[config.mk]
export PLATFORM = sky130hd
export DESIGN_NAME = otter_hazard_ctrl_flat
export DESIGN_NICKNAME = d
export VERILOG_FILES = /design/src/rtl/otter_hazard_ctrl_if.sv /design/src/rtl/otter_hazard_ctrl.sv /design/src/flat_wrapper.sv
export SDC_FILE = /design/constraint.sdc
export NUM_CORES = 1
export LEC_CHECK = 0
export ABC_AREA = 1
export CORE_MARGIN = 1.5
export CORE_UTILIZATION = 50
export CTS_BUF_LIST = sky130_fd_sc_hd__clkbuf_4 sky130_fd_sc_hd__clkbuf_8
export DETAILED_ROUTE_END_ITERATION = 10
export GPL_TIMING_DRIVEN = 1
export PLACE_DENSITY = 0.87
export SYNTH_ARGS = -nofsm -noshare
export SYNTH_HDL_FRONTEND = slang
export SYNTH_SLANG_ARGS = --single-unit
[constraint.sdc]
create_clock -name clk -period 2.37 [get_ports clk]
set_input_delay 0.3555 -clock clk [delete_from_list [all_inputs] [get_ports clk]]
set_output_delay 0.3555 -clock clk [all_outputs]
set_load 0.02 [all_outputs]
[src/rtl/otter_hazard_ctrl_if.sv]
// Hazard-control bundle: ID/EX/MEM hazard inputs and the stall/flush/forward controls.
// There is no handshake here: every signal is a level sampled each cycle, and nothing waits on anything else.
interface otter_hazard_ctrl_if #(
    parameter int RW = 5,
    parameter int CW = 32
);
    logic [RW-1:0] id_rs1;
    logic [RW-1:0] id_rs2;
    logic          id_rs1_used;
    logic          id_rs2_used;
    logic [RW-1:0] ex_rd;
    logic          ex_reg_wr;
    logic          ex_mem_rd;
    logic [RW-1:0] mem_rd;
    logic          mem_reg_wr;
    logic          ex_br_taken;
    logic          stall_ext;
    logic          cnt_clr;
    logic [1:0]    fwd_a_sel;
    logic [1:0]    fwd_b_sel;
    logic          stall_pc;
    logic          stall_ifid;
    logic          flush_ifid;
    logic          flush_idex;
    logic [1:0]    hz_state;
    logic [CW-1:0] stall_cnt;
    logic [CW-1:0] flush_cnt;
    logic          err;

    modport master (
        output id_rs1, id_rs2, id_rs1_used, id_rs2_used, ex_rd, ex_reg_wr, ex_mem_rd,
               mem_rd, mem_reg_wr, ex_br_taken, stall_ext, cnt_clr,
        input  fwd_a_sel, fwd_b_sel, stall_pc, stall_ifid, flush_ifid, flush_idex,
               hz_state, stall_cnt, flush_cnt, err
    );

    modport slave (
        input  id_rs1, id_rs2, id_rs1_used, id_rs2_used, ex_rd, ex_reg_wr, ex_mem_rd,
               mem_rd, mem_reg_wr, ex_br_taken, stall_ext, cnt_clr,
        output fwd_a_sel, fwd_b_sel, stall_pc, stall_ifid, flush_ifid, flush_idex,
               hz_state, stall_cnt, flush_cnt, err
    );
endinterface

[src/rtl/otter_hazard_ctrl.sv]
// OTTER pipeline hazard unit: operand forwarding selects, load-use stall, branch flush,
// saturating debug counters and a sticky back-to-back load-use error flag.
module otter_hazard_ctrl #(
    parameter int RW = 5,
    parameter int CW = 32
) (
    input logic               clk,
    input logic               rst_n,
    otter_hazard_ctrl_if.slave hz
);
    typedef enum logic [1:0] {
        ST_RUN     = 2'b00,
        ST_LDSTALL = 2'b01,
        ST_FLUSH   = 2'b10
    } hz_state_t;

    hz_state_t     state_q, state_nxt;
    logic [1:0]    fwd_a_q, fwd_b_q;
    logic [1:0]    fwd_a_nxt, fwd_b_nxt;
    logic [CW-1:0] stall_cnt_q, flush_cnt_q;
    logic          err_q;

    logic ex_m1, ex_m2, mem_m1, mem_m2;
    logic ld;
    logic stall_issue, flush_issue;
    logic stall_pc_c, stall_ifid_c, flush_ifid_c, flush_idex_c;

    // x0 is hardwired to zero, so a write to it never counts as a match.
    assign ex_m1  = hz.ex_reg_wr & (hz.ex_rd == hz.id_rs1) & (hz.ex_rd != '0) & hz.id_rs1_used;
    assign ex_m2  = hz.ex_reg_wr & (hz.ex_rd == hz.id_rs2) & (hz.ex_rd != '0) & hz.id_rs2_used;
    assign mem_m1 = hz.mem_reg_wr & (hz.mem_rd == hz.id_rs1) & (hz.mem_rd != '0) & hz.id_rs1_used;
    assign mem_m2 = hz.mem_reg_wr & (hz.mem_rd == hz.id_rs2) & (hz.mem_rd != '0) & hz.id_rs2_used;
    assign ld     = hz.ex_mem_rd & (ex_m1 | ex_m2);

    assign fwd_a_nxt = (ex_m1 & ~hz.ex_mem_rd) ? 2'b01 : (mem_m1 ? 2'b10 : 2'b00);
    assign fwd_b_nxt = (ex_m2 & ~hz.ex_mem_rd) ? 2'b01 : (mem_m2 ? 2'b10 : 2'b00);

    // Events that actually take effect this cycle; an external freeze suppresses both.
    assign flush_issue = hz.ex_br_taken & ~hz.stall_ext;
    assign stall_issue = ld & ~hz.ex_br_taken & ~hz.stall_ext;

    always_ff @(posedge clk or negedge rst_n) begin
        if (!rst_n) begin
            state_q <= ST_RUN;
        end else begin
            state_q <= state_nxt;
        end
    end

    always_comb begin
        state_nxt = state_q;
        if (!hz.stall_ext) begin
            if (flush_issue)      state_nxt = ST_FLUSH;
            else if (stall_issue) state_nxt = ST_LDSTALL;
            else                  state_nxt = ST_RUN;
        end
    end

    always_comb begin
        stall_pc_c   = 1'b0;
        stall_ifid_c = 1'b0;
        flush_ifid_c = 1'b0;
        flush_idex_c = 1'b0;
        if (hz.stall_ext) begin
            stall_pc_c   = 1'b1;
            stall_ifid_c = 1'b1;
        end else if (hz.ex_br_taken) begin
            flush_ifid_c = 1'b1;
            flush_idex_c = 1'b1;
        end else if (ld) begin
            stall_pc_c   = 1'b1;
            stall_ifid_c = 1'b1;
            flush_idex_c = 1'b1;
        end
    end

    always_ff @(posedge clk or negedge rst_n) begin
        if (!rst_n) begin
            fwd_a_q <= 2'b00;
            fwd_b_q <= 2'b00;
        end else if (!hz.stall_ext) begin
            fwd_a_q <= flush_idex_c ? 2'b00 : fwd_a_nxt;
            fwd_b_q <= flush_idex_c ? 2'b00 : fwd_b_nxt;
        end
    end

    // Clear wins over increment and is honoured even while frozen.
    always_ff @(posedge clk or negedge rst_n) begin
        if (!rst_n) begin
            stall_cnt_q <= '0;
            flush_cnt_q <= '0;
        end else if (hz.cnt_clr) begin
            stall_cnt_q <= '0;
            flush_cnt_q <= '0;
        end else begin
            if (stall_issue && (stall_cnt_q != '1)) stall_cnt_q <= stall_cnt_q + CW'(1);
            if (flush_issue && (flush_cnt_q != '1)) flush_cnt_q <= flush_cnt_q + CW'(1);
        end
    end

    // A bubble sits in EX after a load-use stall, so a second one in a row means broken wiring.
    always_ff @(posedge clk or negedge rst_n) begin
        if (!rst_n) begin
            err_q <= 1'b0;
        end else if (ld && (state_q == ST_LDSTALL) && !hz.stall_ext) begin
            err_q <= 1'b1;
        end
    end

    assign hz.fwd_a_sel  = fwd_a_q;
    assign hz.fwd_b_sel  = fwd_b_q;
    assign hz.stall_pc   = stall_pc_c;
    assign hz.stall_ifid = stall_ifid_c;
    assign hz.flush_ifid = flush_ifid_c;
    assign hz.flush_idex = flush_idex_c;
    assign hz.hz_state   = state_q;
    assign hz.stall_cnt  = stall_cnt_q;
    assign hz.flush_cnt  = flush_cnt_q;
    assign hz.err        = err_q;
endmodule

[src/flat_wrapper.sv]
// flat-port wrapper written by rule: the top's interface ports become plain ports
module otter_hazard_ctrl_flat 
#(
    parameter int RW = 5,
    parameter int CW = 32
)
  (clk, rst_n, hz_id_rs1, hz_id_rs2, hz_id_rs1_used, hz_id_rs2_used, hz_ex_rd, hz_ex_reg_wr, hz_ex_mem_rd, hz_mem_rd, hz_mem_reg_wr, hz_ex_br_taken, hz_stall_ext, hz_cnt_clr, hz_fwd_a_sel, hz_fwd_b_sel, hz_stall_pc, hz_stall_ifid, hz_flush_ifid, hz_flush_idex, hz_hz_state, hz_stall_cnt, hz_flush_cnt, hz_err);
  otter_hazard_ctrl_if #(.RW(RW), .CW(CW)) hz_i ();
  input logic clk;
  input logic rst_n;
  input wire logic [$bits(hz_i.id_rs1)-1:0] hz_id_rs1;
  input wire logic [$bits(hz_i.id_rs2)-1:0] hz_id_rs2;
  input wire logic [$bits(hz_i.id_rs1_used)-1:0] hz_id_rs1_used;
  input wire logic [$bits(hz_i.id_rs2_used)-1:0] hz_id_rs2_used;
  input wire logic [$bits(hz_i.ex_rd)-1:0] hz_ex_rd;
  input wire logic [$bits(hz_i.ex_reg_wr)-1:0] hz_ex_reg_wr;
  input wire logic [$bits(hz_i.ex_mem_rd)-1:0] hz_ex_mem_rd;
  input wire logic [$bits(hz_i.mem_rd)-1:0] hz_mem_rd;
  input wire logic [$bits(hz_i.mem_reg_wr)-1:0] hz_mem_reg_wr;
  input wire logic [$bits(hz_i.ex_br_taken)-1:0] hz_ex_br_taken;
  input wire logic [$bits(hz_i.stall_ext)-1:0] hz_stall_ext;
  input wire logic [$bits(hz_i.cnt_clr)-1:0] hz_cnt_clr;
  output wire logic [$bits(hz_i.fwd_a_sel)-1:0] hz_fwd_a_sel;
  output wire logic [$bits(hz_i.fwd_b_sel)-1:0] hz_fwd_b_sel;
  output wire logic [$bits(hz_i.stall_pc)-1:0] hz_stall_pc;
  output wire logic [$bits(hz_i.stall_ifid)-1:0] hz_stall_ifid;
  output wire logic [$bits(hz_i.flush_ifid)-1:0] hz_flush_ifid;
  output wire logic [$bits(hz_i.flush_idex)-1:0] hz_flush_idex;
  output wire logic [$bits(hz_i.hz_state)-1:0] hz_hz_state;
  output wire logic [$bits(hz_i.stall_cnt)-1:0] hz_stall_cnt;
  output wire logic [$bits(hz_i.flush_cnt)-1:0] hz_flush_cnt;
  output wire logic [$bits(hz_i.err)-1:0] hz_err;
  assign hz_i.id_rs1 = hz_id_rs1;
  assign hz_i.id_rs2 = hz_id_rs2;
  assign hz_i.id_rs1_used = hz_id_rs1_used;
  assign hz_i.id_rs2_used = hz_id_rs2_used;
  assign hz_i.ex_rd = hz_ex_rd;
  assign hz_i.ex_reg_wr = hz_ex_reg_wr;
  assign hz_i.ex_mem_rd = hz_ex_mem_rd;
  assign hz_i.mem_rd = hz_mem_rd;
  assign hz_i.mem_reg_wr = hz_mem_reg_wr;
  assign hz_i.ex_br_taken = hz_ex_br_taken;
  assign hz_i.stall_ext = hz_stall_ext;
  assign hz_i.cnt_clr = hz_cnt_clr;
  assign hz_fwd_a_sel = hz_i.fwd_a_sel;
  assign hz_fwd_b_sel = hz_i.fwd_b_sel;
  assign hz_stall_pc = hz_i.stall_pc;
  assign hz_stall_ifid = hz_i.stall_ifid;
  assign hz_flush_ifid = hz_i.flush_ifid;
  assign hz_flush_idex = hz_i.flush_idex;
  assign hz_hz_state = hz_i.hz_state;
  assign hz_stall_cnt = hz_i.stall_cnt;
  assign hz_flush_cnt = hz_i.flush_cnt;
  assign hz_err = hz_i.err;
  otter_hazard_ctrl #(.RW(RW), .CW(CW)) u_core (.clk(clk), .rst_n(rst_n), .hz(hz_i));
endmodule
Word-level counts from Yosys, hierarchy flattened
Index checks and enable logic that the tools add are counted.
{ "totals": {"regBits": 71, "in_bits": 30, "out_inout_bits": 75, "word_cells": 65} }
{ "op_classes": {"addsub": 2, "n_eq_ne": 7, "mux": 19, "n_bitwise": 22, "reduce_logical": 9} }
{ "ops": {"columns": ["operator", "n"], "rows": [
  ["32-bit 2-to-1 mux", 4],
  ["32-bit by 1-bit adder with 32-bit output, second input constant", 2],
  ["32-bit inequality test, second input constant", 2],
  ["5-bit equality test", 4],
  ["1-bit AND", 18],
  ["2-bit 2-to-1 mux", 7],
  ["5-bit nonzero test", 2],
  ["1-bit 2-to-1 mux", 8],
  ["1-bit logical AND", 4],
  ["2-bit nonzero test", 2],
  ["1-bit inverter", 3],
  ["2-bit by 1-bit equality test with 1-bit output, second input constant", 1],
  ["1-bit logical NOT", 1],
  ["1-bit bitwise OR", 1]
]} }

Depth between registers and ports, before layout
{ "depth": {"word_depth": 11, "ltp_mapped": 14, "ltp_nobuf": 13} }

Worst setup path after synthesis
No wires, ideal clock.
{ "synth_path": {"path_kind": "input port to output port", "startpoint": "input port hz_ex_rd[3]", "endpoint": "output port hz_stall_pc", "t_arrival_ns": 1.665, "required_ns": 2.014, "slack_ns": 0.350, "path_stages": 10, "n_path_buf": 1, "path_cell_list": "inv_1 nor2_1 nor2_1 nand2_1 nor2_1 nand2_1 nand2_1 nand2_1 o21ai_0 buf_4"} }
{ "synth_via": {"elab_chain_len": 9, "elab_cells_between_ends": 14, "classes_between": "eq/ne: 2; mux: 3; bitwise: 8; reduce/logical: 1"} }
{ "synth_rtl": {"columns": ["element", "line_no", "rtl"], "rows": [
  ["start: declaration", "flat_wrapper.sv:15", "input wire logic [$bits(hz_i.ex_rd)-1:0] hz_ex_rd;"],
  ["5-bit equality test (on tied branches)", "otter_hazard_ctrl.sv:29, otter_hazard_ctrl.sv:30", null],
  ["1-bit AND (on tied branches) (3 in a row)", "otter_hazard_ctrl.sv:29, otter_hazard_ctrl.sv:30", null],
  ["1-bit bitwise OR (*)", "otter_hazard_ctrl.sv:33", "assign ld = hz.ex_mem_rd & (ex_m1 | ex_m2);"],
  ["1-bit AND (*)", "otter_hazard_ctrl.sv:33", null],
  ["1-bit 2-to-1 mux (*) (3 in a row)", null, null],
  ["end: declaration", "flat_wrapper.sv:25", "output wire logic [$bits(hz_i.stall_pc)-1:0] hz_stall_pc;"]
]} }
Mark *: on every way between the ends. The rest lies on a longest branch, timed or not.

Worst setup path after layout
{ "layout_path": {"startpoint": "input port hz_ex_br_taken", "endpoint": "output port hz_flush_ifid"} }
{ "layout_via": {"elab_chain_len": 2} }
{ "layout_rtl": {"columns": ["element", "line_no", "rtl"], "rows": [
  ["start: declaration", "flat_wrapper.sv:20", "input wire logic [$bits(hz_i.ex_br_taken)-1:0] hz_ex_br_taken;"],
  ["1-bit 2-to-1 mux", "otter_hazard_ctrl.sv:67", "end else if (hz.ex_br_taken) begin"],
  ["1-bit 2-to-1 mux", "otter_hazard_ctrl.sv:64", "if (hz.stall_ext) begin"],
  ["end: declaration", "flat_wrapper.sv:27", "output wire logic [$bits(hz_i.flush_ifid)-1:0] hz_flush_ifid;"]
]} }
Every way passes these cells.

==> impl_metrics.json <==
{
  "synth.most_common_cell": "nand2_1",
  "grt_pass1_wl_um": 24470,
  "rows": 36,
  "syn_nets": 805,
  "drt_iter0_markers": 489,
  "critPathKind": "primary input to primary output",
  "synthCells": 773,
  "ir_drop_mv": 0.2653,
  "start_util_pct": 52.22,
  "dp_hpwl_um": 10820,
  "dp.cells": 1018,
  "async_flop_share_pct": 100.0,
  "synth-edff-count": 0,
  "syn2layout_area_growth_pct": 27.93,
  "grt_use_total_pct": 27.44,
  "yosysSeqAreaShare_pct": 34.49,
  "cts_buffer_depth": 2,
  "avgSynthCellArea_um2": 6.664,
  "wl_um": 14490,
  "clkTransAtPathRegs_ns": 0.08,
  "grt_antenna_before_repair": 0,
  "gp_congestion": 0.9704,
  "setup_violations": 0,
  "dieArea_um2": 10920,
  "clockRootBuffer": "clkbuf_8",
  "antenna_cells": 0,
  "skew_ns": 0.01165,
  "synth_area_um2": 5151,
  "cts_max_level": 3,
  "fmax_ghz": 0.4511,
  "hold_viol": 0,
  "cp.required_ns": 2.01,
  "synth_xor_area_share_pct": 7.141,
  "drcViolationCount": 0,
  "cts_tree": "yes",
  "fin_crit_sh_pct": 93.53,
  "wl_per_cell_um": 14.03,
  "ys_types": 33,
  "min_path_type": "primary input to asynchronous set/reset pin",
  "cp_max_fo": 4,
  "cts_buffers": 9,
  "clock_sinks": 71,
  "synth-seq-cells": 71,
  "grt_max_degree": 76,
  "drive_above_1_share_pct": 8.111,
  "slowest_delay_ns": 0.62,
  "drtAntennaViolNets": 0,
  "drv_cap": 0,
  "postLayoutCellArea_um2": 6590,
  "synthAdderAreaFrac_pct": 0.4858,
  "end_kind": "primary output",
  "post_dp_cell_area_um2": 6409,
  "powerDensity_nw_per_um2": 373.2,
  "globalRouteOverflowTotal": 0,
  "cts_setup_buffers": 0,
  "synth_common_cells": "nand2_1, inv_1, nand3_1",
  "grt_pass1_vias": 5176,
  "cpMaxStageDelayCell": "clkdlybuf4s50_1",
  "rsz0062_at_grt": "false",
  "vias": 5565,
  "synth_largest_area_cell": "dfrtp_1",
  "status": "complete, no violations",
  "die_h_um": 104.5,
  "crit_arrival_ns": 1.86,
  "final_max_slew_viol_count": 0,
  "relSlewSlack_pct": 40.76,
  "fillers": 842,
  "avgViaCountPerCell": 5.387,
  "finalNetCount": 928,
  "synth_top_family_by_area": "simple AND/OR/NAND/NOR gates",
  "synth_top_area_share_pct": 34.49,
  "final_cells": 1033,
  "ys.flop_type": "dfrtp_1",
  "io_buffers": 104,
  "critPathBufInv": 4,
  "worstMarginPinSlew_ns": 0.8886,
  "yosysWarnings": 0,
  "cp_cell_sequence": "clkdlybuf4s50_1, inv_1, nor2_1, buf_4, clkdlybuf4s50_1",
  "cpMostUsedCell": "clkdlybuf4s50_1",
  "die_w_um": 104.5,
  "synth_compound_area_share_pct": 4.664,
  "fin_crit_ns": 2.217,
  "total_leakage_power_nw": 3.048,
  "ys_top_cells_by_area": "dfrtp_1, nand2_1, nand3_1",
  "insertion_delay_ns": 0.36,
  "crit_family": "buffers and inverters",
  "first_pass_iters": 6,
  "synthSimpleGateAreaFrac_pct": 41.58,
  "synth.area.mux_share_pct": 0,
  "core_um2": 9864,
  "ios": 105,
  "start_kind": "primary input"
}
==> worst paths after layout <==
path,start,end,slack (ns),cells past startpoint
setup / recovery,hz_ex_br_taken,hz_flush_ifid,0.15,5
hold reg to reg,u_core.hz.err,u_core.hz.err,0.48,1
max in group asynchronous,rst_n,u_core.hz.fwd_a_sel[0],1.66,1
min in group clk,u_core.hz.err,u_core.hz.err,0.48,1
setup reg to reg,u_core.hz.flush_cnt[0],u_core.hz.flush_cnt[6],0.28,11
hold / removal,rst_n,u_core.hz.flush_cnt[12],0.10,1
==> power by group <==
group	switching [W]	internal [W]	total, W
Sequential	0.00000315	0.00121	0.00122
Combinational	0.000154	0.000109	0.000262
Clock	0.000485	0.000494	0.000980
==> routing by layer <==
metal	track usage (%)	part of all wire, %
met5	0	0
met4	8.829	2.3
met2	46.95	50
met3	5.201	7.2
met1	34.78	41
==> worst reg2reg max path: stages, from the launching register on <==
cell and delay [ns]:
dfrtp_1 0.40, ha_1 0.26, inv_2 0.08, nor2_1 0.13, nand2_1 0.12, nor2_2 0.23, nand2_2 0.09, nand2_4 0.14
nand2_4 0.16, inv_1 0.21, nand2_1 0.09, o31ai_1 0.08
==> cell usage in the layout (no fill, tap or decap), drive strengths merged, types with 3 or more instances in the layout <==
cell type	n
xor2	26
a21oi	4
o21ai	37
dfrtp	71
nand4	34
inv	107
nor2	89
nand3	97
buf	32
xnor2	16
clkinv	3
clkdlybuf4s50	100
clkbuf	12
nand2	231
nor3	30
==> cell families (layout without fill, tap and decap cells) <==
kind of cell,count (synthesis),count (layout)
compound gates,44,44
xor+xnor,42,42
fa+ha+maj,2,2
buf+inv,129,256
flops,71,71
simple gates,485,485
==> sequential cells by signal, indices dropped and copies added (netlist names) <==
name / flops
u_core.hz.stall_cnt: 32
u_core.hz.fwd_a_sel: 2
u_core.hz.err: 1
u_core.hz.hz_state: 2
u_core.hz.fwd_b_sel: 2
u_core.hz.flush_cnt: 32
==> metrics by stage <==
stage          utilization [%]  setup WS, ns  hold WS [ns]  total power, W   TNS, ns
3_5_place_dp             64.97       -0.3358        0.4683        0.001504   -0.9983
2_1_floorplan                -        0.3497       0.05991        0.001364         0
4_1_cts                  66.90      -0.02136        0.1592        0.002467  -0.02483
3_3_place_gp             64.97       -0.2696        0.4531        0.001501   -0.8078
5_1_grt                  66.81     0.0003195        0.2005        0.002554         0
6_report                 66.81        0.1534        0.1017        0.002460         0
==> what timing repair did <==
action	4_1_cts	5_1_grt
resized for setup	7	8
hold buffers	0	0
setup endpoints to repair	3	3
==> area by class of cell <==
type	instances	area (um^2)	area share, %
Multi-Input combinational cell	573	2778	42.15
Sequential cell	71	1777	26.96
Timing Repair Buffer	134	1276	19.37
Inverter	107	401.6	6.095
Tap cell	133	166.4	2.525
Clock buffer	10	131.4	1.994
Clock inverter	5	60.06	0.9113
Note: power is estimated with default switching activity, not from simulation.
